File: config.mk
export PLATFORM = sky130hd
export DESIGN_NAME = spi_reg_ctrl
export DESIGN_NICKNAME = d
export VERILOG_FILES = /design/src/rtl/spi_pkg.sv /design/src/rtl/spi_sync.sv /design/src/rtl/spi_reg_ctrl.sv
export SDC_FILE = /design/constraint.sdc
export NUM_CORES = 1
export LEC_CHECK = 0
export CORE_ASPECT_RATIO = 1.4
export CORE_MARGIN = 4
export CORE_UTILIZATION = 40
export CTS_CLUSTER_SIZE = 25
export DETAILED_ROUTE_END_ITERATION = 8
export PLACE_DENSITY_LB_ADDON = 0.1
export SLEW_MARGIN = 20
export SYNTH_ARGS = -nofsm -noshare
export SYNTH_HDL_FRONTEND = slang
export SYNTH_SLANG_ARGS = --single-unit
File: constraint.sdc
create_clock -name clk -period 2.81 [get_ports clk]
set_input_delay 0.562 -clock clk [delete_from_list [all_inputs] [get_ports clk]]
set_output_delay 0.562 -clock clk [all_outputs]
set_load 0.02 [all_outputs]
File: src/rtl/spi_pkg.sv
// rtl/spi_pkg.sv - shared frame geometry and FSM encoding for the SPI register controller
package spi_pkg;

    localparam int FRAME_W   = 32;
    localparam int HDR_W     = 16;
    localparam int DATA_W    = FRAME_W - HDR_W;
    localparam int W_BIT     = 31;
    // Position of the W bit inside the 16-bit header shift register.
    localparam int HDR_W_BIT = W_BIT - DATA_W;
    localparam int ADDR_BITS = HDR_W_BIT;
    localparam int CNT_W     = $clog2(HDR_W);

    typedef enum logic [2:0] {
        ST_IDLE     = 3'd0,
        ST_CMD      = 3'd1,
        ST_RD_FETCH = 3'd2,
        ST_DATA     = 3'd3,
        ST_WR       = 3'd4,
        ST_WAIT_CS  = 3'd5
    } spi_state_t;

endpackage

File: src/rtl/spi_sync.sv
// rtl/spi_sync.sv - N-stage synchronizer with rising/falling edge detection
module spi_sync #(
    parameter int   STAGES    = 2,
    parameter logic RESET_VAL = 1'b0
) (
    input  logic clk,
    input  logic rstn,
    input  logic din,
    output logic dout,
    output logic rise,
    output logic fall
);

    logic [STAGES-1:0] sync_q;
    logic [STAGES:0]   shift_d;
    logic              prev_q;

    assign shift_d = {sync_q, din};
    assign dout    = sync_q[STAGES-1];
    assign rise    = dout & ~prev_q;
    assign fall    = ~dout & prev_q;

    // Shift the asynchronous input through the flop chain and keep one extra flop for edge history.
    always_ff @(posedge clk or negedge rstn) begin
        if (!rstn) begin
            sync_q <= {STAGES{RESET_VAL}};
            prev_q <= RESET_VAL;
        end else begin
            sync_q <= shift_d[STAGES-1:0];
            prev_q <= dout;
        end
    end

endmodule

File: src/rtl/spi_reg_ctrl.sv
// rtl/spi_reg_ctrl.sv - SPI mode-0 slave that turns 32-bit frames into register-bank reads and writes
module spi_reg_ctrl
    import spi_pkg::*;
#(
    parameter int SYNC_STAGES = 2
) (
    input  logic        clk,
    input  logic        rstn,
    input  logic        spi_sclk,
    input  logic        spi_cs_n,
    input  logic        spi_mosi,
    output logic        spi_miso,
    output logic [15:0] reg_addr,
    output logic [15:0] reg_wdata,
    output logic        reg_wr,
    input  logic [15:0] reg_rdata,
    output logic        busy,
    output logic        frame_err
);

    localparam logic [7:0] SETTLE_N = 8'(SYNC_STAGES + 1);

    logic sclk_lvl_unused, sclk_rise, sclk_fall;
    logic cs_sync, cs_rise, cs_fall;
    logic mosi_sync, mosi_rise_unused, mosi_fall_unused;

    spi_sync #(.STAGES(SYNC_STAGES), .RESET_VAL(1'b0)) u_sync_sclk (
        .clk(clk), .rstn(rstn), .din(spi_sclk),
        .dout(sclk_lvl_unused), .rise(sclk_rise), .fall(sclk_fall)
    );
    spi_sync #(.STAGES(SYNC_STAGES), .RESET_VAL(1'b1)) u_sync_cs (
        .clk(clk), .rstn(rstn), .din(spi_cs_n),
        .dout(cs_sync), .rise(cs_rise), .fall(cs_fall)
    );
    spi_sync #(.STAGES(SYNC_STAGES), .RESET_VAL(1'b0)) u_sync_mosi (
        .clk(clk), .rstn(rstn), .din(spi_mosi),
        .dout(mosi_sync), .rise(mosi_rise_unused), .fall(mosi_fall_unused)
    );

    spi_state_t         state, state_d;
    logic [CNT_W-1:0]   bit_cnt;
    logic [HDR_W-1:0]   hdr_sr, hdr_next;
    logic [DATA_W-1:0]  data_sr, data_next, miso_sr;
    logic               wait_cnt, is_write, abort, last_bit;
    logic [7:0]         settle_cnt;
    logic               armed;

    assign last_bit  = (bit_cnt == CNT_W'(HDR_W - 1));
    assign hdr_next  = {hdr_sr[HDR_W-2:0], mosi_sync};
    assign data_next = {data_sr[DATA_W-2:0], mosi_sync};
    assign busy      = (state != ST_IDLE);
    assign reg_wr    = (state == ST_WR);

    // State register.
    always_ff @(posedge clk or negedge rstn) begin
        if (!rstn) begin
            state <= ST_IDLE;
        end else begin
            state <= state_d;
        end
    end

    // Next-state decode; a completing 16th edge wins over a simultaneous cs_n rise.
    always_comb begin
        state_d = state;
        abort   = 1'b0;
        unique case (state)
            ST_IDLE: begin
                if (armed && cs_fall) state_d = ST_CMD;
            end
            ST_CMD: begin
                if (sclk_rise && last_bit) state_d = hdr_next[HDR_W_BIT] ? ST_DATA : ST_RD_FETCH;
                else if (cs_sync)          abort   = 1'b1;
            end
            ST_RD_FETCH: begin
                if (cs_sync)       abort   = 1'b1;
                else if (wait_cnt) state_d = ST_DATA;
            end
            ST_DATA: begin
                if (sclk_rise && last_bit) state_d = is_write ? ST_WR : ST_WAIT_CS;
                else if (cs_sync)          abort   = 1'b1;
            end
            ST_WR: begin
                state_d = ST_WAIT_CS;
            end
            ST_WAIT_CS: begin
                if (cs_sync) state_d = ST_IDLE;
            end
            default: state_d = ST_IDLE;
        endcase
        if (abort) state_d = ST_IDLE;
    end

    // After reset the synchronizers show the idle level before the real bus; only arm once cs_n is truly high.
    always_ff @(posedge clk or negedge rstn) begin
        if (!rstn) begin
            settle_cnt <= 8'd0;
            armed      <= 1'b0;
        end else begin
            if (settle_cnt != SETTLE_N) settle_cnt <= settle_cnt + 8'd1;
            if (cs_rise || (settle_cnt == SETTLE_N && cs_sync)) armed <= 1'b1;
        end
    end

    // Shift registers, counters and register-bank outputs.
    always_ff @(posedge clk or negedge rstn) begin
        if (!rstn) begin
            bit_cnt   <= '0;
            hdr_sr    <= '0;
            data_sr   <= '0;
            miso_sr   <= '0;
            wait_cnt  <= 1'b0;
            is_write  <= 1'b0;
            spi_miso  <= 1'b0;
            reg_addr  <= '0;
            reg_wdata <= '0;
            frame_err <= 1'b0;
        end else begin
            frame_err <= abort;
            unique case (state)
                ST_IDLE: begin
                    bit_cnt  <= '0;
                    wait_cnt <= 1'b0;
                end
                ST_CMD: begin
                    if (sclk_rise) begin
                        hdr_sr  <= hdr_next;
                        bit_cnt <= bit_cnt + 1'b1;
                        if (last_bit) begin
                            reg_addr <= {{(16 - ADDR_BITS){1'b0}}, hdr_next[ADDR_BITS-1:0]};
                            is_write <= hdr_next[HDR_W_BIT];
                        end
                    end
                end
                ST_RD_FETCH: begin
                    wait_cnt <= 1'b1;
                    if (wait_cnt) begin
                        miso_sr  <= reg_rdata;
                        spi_miso <= reg_rdata[DATA_W-1];
                    end
                end
                ST_DATA: begin
                    if (sclk_rise) begin
                        data_sr <= data_next;
                        bit_cnt <= bit_cnt + 1'b1;
                        if (last_bit && is_write) reg_wdata <= data_next;
                    end
                    // The falling edge that closes the header arrives before any data bit; skip it.
                    if (sclk_fall && bit_cnt != '0 && !is_write) begin
                        miso_sr  <= {miso_sr[DATA_W-2:0], 1'b0};
                        spi_miso <= miso_sr[DATA_W-2];
                    end
                end
                default: ;
            endcase
            if (!(state_d inside {ST_RD_FETCH, ST_DATA}) || is_write) spi_miso <= 1'b0;
        end
    end

endmodule

# Word-level counts from Yosys, hierarchy flattened
# Index checks and enable logic that the tools add are counted.
# word_totals
ff_bits	104
# classes
add_sub_neg	2
n_eq_ne	15
muxes	23
bitwise	8
n_reduce_logical	26
# op_table
op	count
15-bit two-way mux	2
15-bit case mux with 2 select lines	1
3-bit two-way mux	7
3-bit case mux with 6 select lines	1
3-bit by 2-bit == test with 1-bit output (second input constant)	4
3-bit AND reduction	4
8-bit by 1-bit adder with 8-bit output (second input constant)	1
8-bit by 2-bit == test with 1-bit output (second input constant)	1
8-bit by 2-bit inequality test with 1-bit output (second input constant)	1
4-bit case mux with 2 select lines	1
2-bit nonzero test	4
1-bit two-way mux	7
3-bit == test (second input constant)	2
1-bit logical AND	6
3-bit inequality test (second input constant)	2
1-bit case mux with 2 select lines	3
2-bit AND reduction	3
3-bit nonzero test	2
4-bit by 1-bit adder with 4-bit output (second input constant)	1
1-bit AND	4
4-bit == test (second input constant)	1
4-bit two-way mux	1
2-bit inequality test (second input constant)	2
1-bit inverter	4
7 further kinds	9

# Logic depth before layout (Yosys ltp)
# depth
depth_word	12
depth_mapped	8
mapped_depth_nobuf	6

# Cells and area by module
# A second synthesis with hierarchy kept.
# hier_totals
cells_unflattened	306
area_unflattened_um2	4430.5
# modules_own_cells
module	instances	cells_each	area_per_inst_um2	seq_area_each_um2
spi_reg_ctrl	1	291	4156.5	2402.3
spi_sync at u_sync_mosi ...	2	5	90.1	75.1
spi_sync at u_sync_cs	1	5	93.8	78.8

# Worst setup path after synthesis
# Ideal clock, no wire load.
# synth_path
kind	flip-flop to flip-flop
startpoint	register bit_cnt[0]
endpoint	register miso_sr[14]
setup_time_ps	74
arrival_ps	1568
t_required_ps	2736
setup_slack_ps	1168
stages_incl_launch_ff	9
period_less_slack_ps	1642
cell_sequence	dfrtp_1 -> inv_1 -> ha_1 -> or3b_4 -> a31oi_4 -> buf_6 -> buf_6 -> nand2_1 -> o21ai_2
# synth_via
elab_chain_len	5
# synth_lines
item	line_no	rtl
from (decl)	spi_reg_ctrl.sv:41	logic [CNT_W-1:0] bit_cnt;
from (signal assigned)	spi_reg_ctrl.sv:128	bit_cnt <= bit_cnt + 1'b1;
from (signal assigned)	spi_reg_ctrl.sv:145	bit_cnt <= bit_cnt + 1'b1;
4-bit nonzero test	spi_reg_ctrl.sv:149	if (sclk_fall && bit_cnt != '0 && !is_write) begin
1-bit logical AND (2 in series)	spi_reg_ctrl.sv:149	
2-bit inequality test (no source line)	-	
3-bit AND reduction (no source line)	-	
to (signal assigned)	spi_reg_ctrl.sv:138	miso_sr <= reg_rdata;
to (signal assigned)	spi_reg_ctrl.sv:150	miso_sr <= {miso_sr[DATA_W-2:0], 1'b0};
to (decl)	spi_reg_ctrl.sv:43	logic [DATA_W-1:0] data_sr, data_next, miso_sr;
# Every way passes these cells.
# A chain may end at the register's enable or synchronous reset.

# Worst setup path after layout
# layout_path
startpoint	register state[2]
endpoint	output reg_wr
# layout_via
elab_chain_len	1
# layout_lines
item	line_no	rtl
from (decl)	spi_reg_ctrl.sv:40	spi_state_t state, state_d;
from (signal assigned)	spi_reg_ctrl.sv:59	state <= state_d;
3-bit == test	spi_reg_ctrl.sv:52	assign reg_wr = (state == ST_WR);
to (decl)	spi_reg_ctrl.sv:15	output logic reg_wr,
# Every way passes these cells.

==> flow_metrics.tcl <==
set metrics [dict create \
    grt_overflow 0 \
    worstMarginPinSlew_ns 0.657 \
    num_vias 2523 \
    syn2layout_area_growth_pct 20.4 \
    synthArstFlopShare 1.00 \
    drtIter0Drc 90 \
    crit_path_start_kind "flip-flop" \
    ios 57 \
    hold_path.class "in -> async" \
    critPathCaptureType "primary output" \
    dieArea_mm2 0.0130 \
    grt_use_met1 0.163 \
    finalCritPeriodShare 0.852 \
    finalHoldViolCount 0 \
    synth_cells 319 \
    antenna_cells 0 \
    grt_max_degree 52 \
    seq_area_frac_synth 0.580 \
    cts_buffers 9 \
    post_cts_buffers 0 \
    placed_area_mm2 0.00512 \
    period_minus_slack_ns 2.39 \
    rsz0062_at_grt "false" \
    reg2reg_depth 7 \
    hold_slack_ns 0.251 \
    syn_area_per_cell_um2 14.1 \
    clock_sinks 104 \
    final_common_cell "dfrtp_1" \
    critPathMaxFanout 18 \
    drc 0 \
    routed_wl_um 7590 \
    outcome "complete, no violations" \
    dp.cells 503 \
    timing.rr.start "bit_cnt[0]" \
    setup_viol 0 \
    grt_usage 0.125 \
    cts_tree "yes" \
    final_nets 397 \
    io_buffers 55 \
    die_w_um 97.6 \
    critPathKind "reg -> out" \
    final_cell_mix "101 x dfrtp_1, 54 x clkdlybuf4s50_1, 39 x mux2_2, 28 x nand2_1, 20 x mux2_4" \
    regToRegSetupSlack_ns 0.81 \
    total_power_mw 3.14 \
    maxCapViolations 0 \
    skew_ns 0.00773 \
    arrival_ns 1.83 \
    antenna_found_initial 0 \
    setup_tns_ns 0 \
    ctsResizeCount 0 \
    met2_usage 0.196 \
    hpwlAfterDp_um 5240 \
    clock_tree.buffer_depth 2 \
    first_global_vias 2655 \
    ys_types 58 \
    synth_seq_cells 104 \
    required_ns 2.25 \
    grt_pass1_wl_um 13300 \
    final_area_mm2 0.00541 \
    h-tree-depth 3 \
    synth-edff-count 0 \
    r2r_end "miso_sr[14]" \
    yosys_warnings 0 \
    slew_headroom 0.562 \
    fmax_mhz 418 \
    routed_via_density 4.87 \
    clk_latency_ns 0.34 \
    synth_nets 343 \
    met3_usage 0.0304 \
    initial_core_util 0.411 \
    power_density_mw_per_mm2 581 \
    max-vdd-ir-drop_uv 326 \
    drv_slew 0 \
    clock-root-buffer "clkbuf_16" \
    firstDrtPassIters 4 \
    num_rows 45 \
    synthFlopType "dfrtp_1" \
    die_h_um 133 \
    avgRoutedWirePerCell_um 14.7 \
    grt_busiest_layer "met2" \
    syn_area_mm2 0.00449 \
    layout.cells.non_filler 518 \
    clk_pin_slew_ns 0.07 \
    drive_gt1_frac 0.284 \
    p_leak_nw 2.47 \
    antenna_left 0 \
    coreArea_mm2 0.0109 \
    holdBufCountCts 0 \
    gp_congestion 0.731 \
]
[through the flow]
step / util / worst slack (ns)
2_1_floorplan: - / 1.17
3_3_place_gp: 0.469 / 0.782
3_5_place_dp: 0.469 / 0.769
4_1_cts: 0.495 / 0.396
5_1_grt: 0.495 / 0.293
6_report: 0.495 / 0.417
[routing by layer]
layer / part of all wire / vias to the layer above / wire length (µm)
li1: - / 1230 / -
met1: 0.45 / 1243 / 3410
met2: 0.48 / 38 / 3670
met3: 0.047 / 12 / 357
met4: 0.021 / 0 / 160
met5: 0 / - / 0
[state kept, by name, summed over array words and instances (netlist names), 2 cells and up]
register and count:
bit_cnt 4, data_sr 15, hdr_sr 15, miso_sr 15
reg_addr 15, reg_wdata 16, settle_cnt 8, state 3
u_sync_cs.sync_q 2, u_sync_mosi.sync_q 2, u_sync_sclk.sync_q 2
[worst max-delay path: stages, from the launching register on]
cell,delay [ns]
dfrtp_1,0.67
and2_1,0.21
clkdlybuf4s50_1,0.62
[cells in the mapped netlist (2+ instances only)]
cell	number	area, µm²
nor4_1	2	12.5
buf_6	6	67.6
ha_1	3	37.5
nand2_1	28	105
clkbuf_1	2	7.51
nand3_1	5	25.0
dfrtp_1	101	2530
a21oi_1	4	20.0
xor2_1	2	17.5
and3_1	2	12.5
o22ai_1	2	12.5
mux2_1	3	33.8
buf_4	4	30.0
o21ai_2	10	87.6
dfstp_2	3	78.8
xnor2_1	6	52.6
buf_2	3	15.0
nor2_1	6	22.5
nor3b_1	2	15.0
mux2i_1	16	160
mux2_4	20	300
mux2_2	39	439
o21ai_0	11	55.1
inv_1	5	18.8
[power by group]
group          internal [mW]  total [mW]  switching (mW)
registers               1.57        1.64          0.0670
clock network          0.705        1.21           0.503
logic                  0.142       0.289           0.147
total                   2.42        3.14           0.717
[cell type report]
cell class                 instances  area (µm²)
tap                              141         176
clock buffer                      11         243
fill                             972        5520
sequential                       104        2610
timing repair buffer              59         591
inverter                           7        28.8
clock inverter                     4        45.0
multi-input combinational        192        1720
[logic make-up after synthesis]
group / after synthesis / synth area share
xor+xnor: 8 / 0.0156
simple gates: 64 / 0.0866
fa+ha+maj: 3 / 0.00836
other cells: 1 / 0.000835
buf+inv: 23 / 0.0376
mux: 78 / 0.208
compound gates: 38 / 0.0632
flops: 104 / 0.580
[worst max-delay path by stage]
stage               start     endpoint  depth (start not counted)
2_1_floorplan  bit_cnt[0]  miso_sr[14]                          8
3_3_place_gp     state[2]         busy                          3
3_5_place_dp     state[2]         busy                          3
4_1_cts          state[2]         busy                          3
5_1_grt          state[2]         busy                          3
6_report         state[2]       reg_wr                          2
Power figures use the tool's default switching activity.
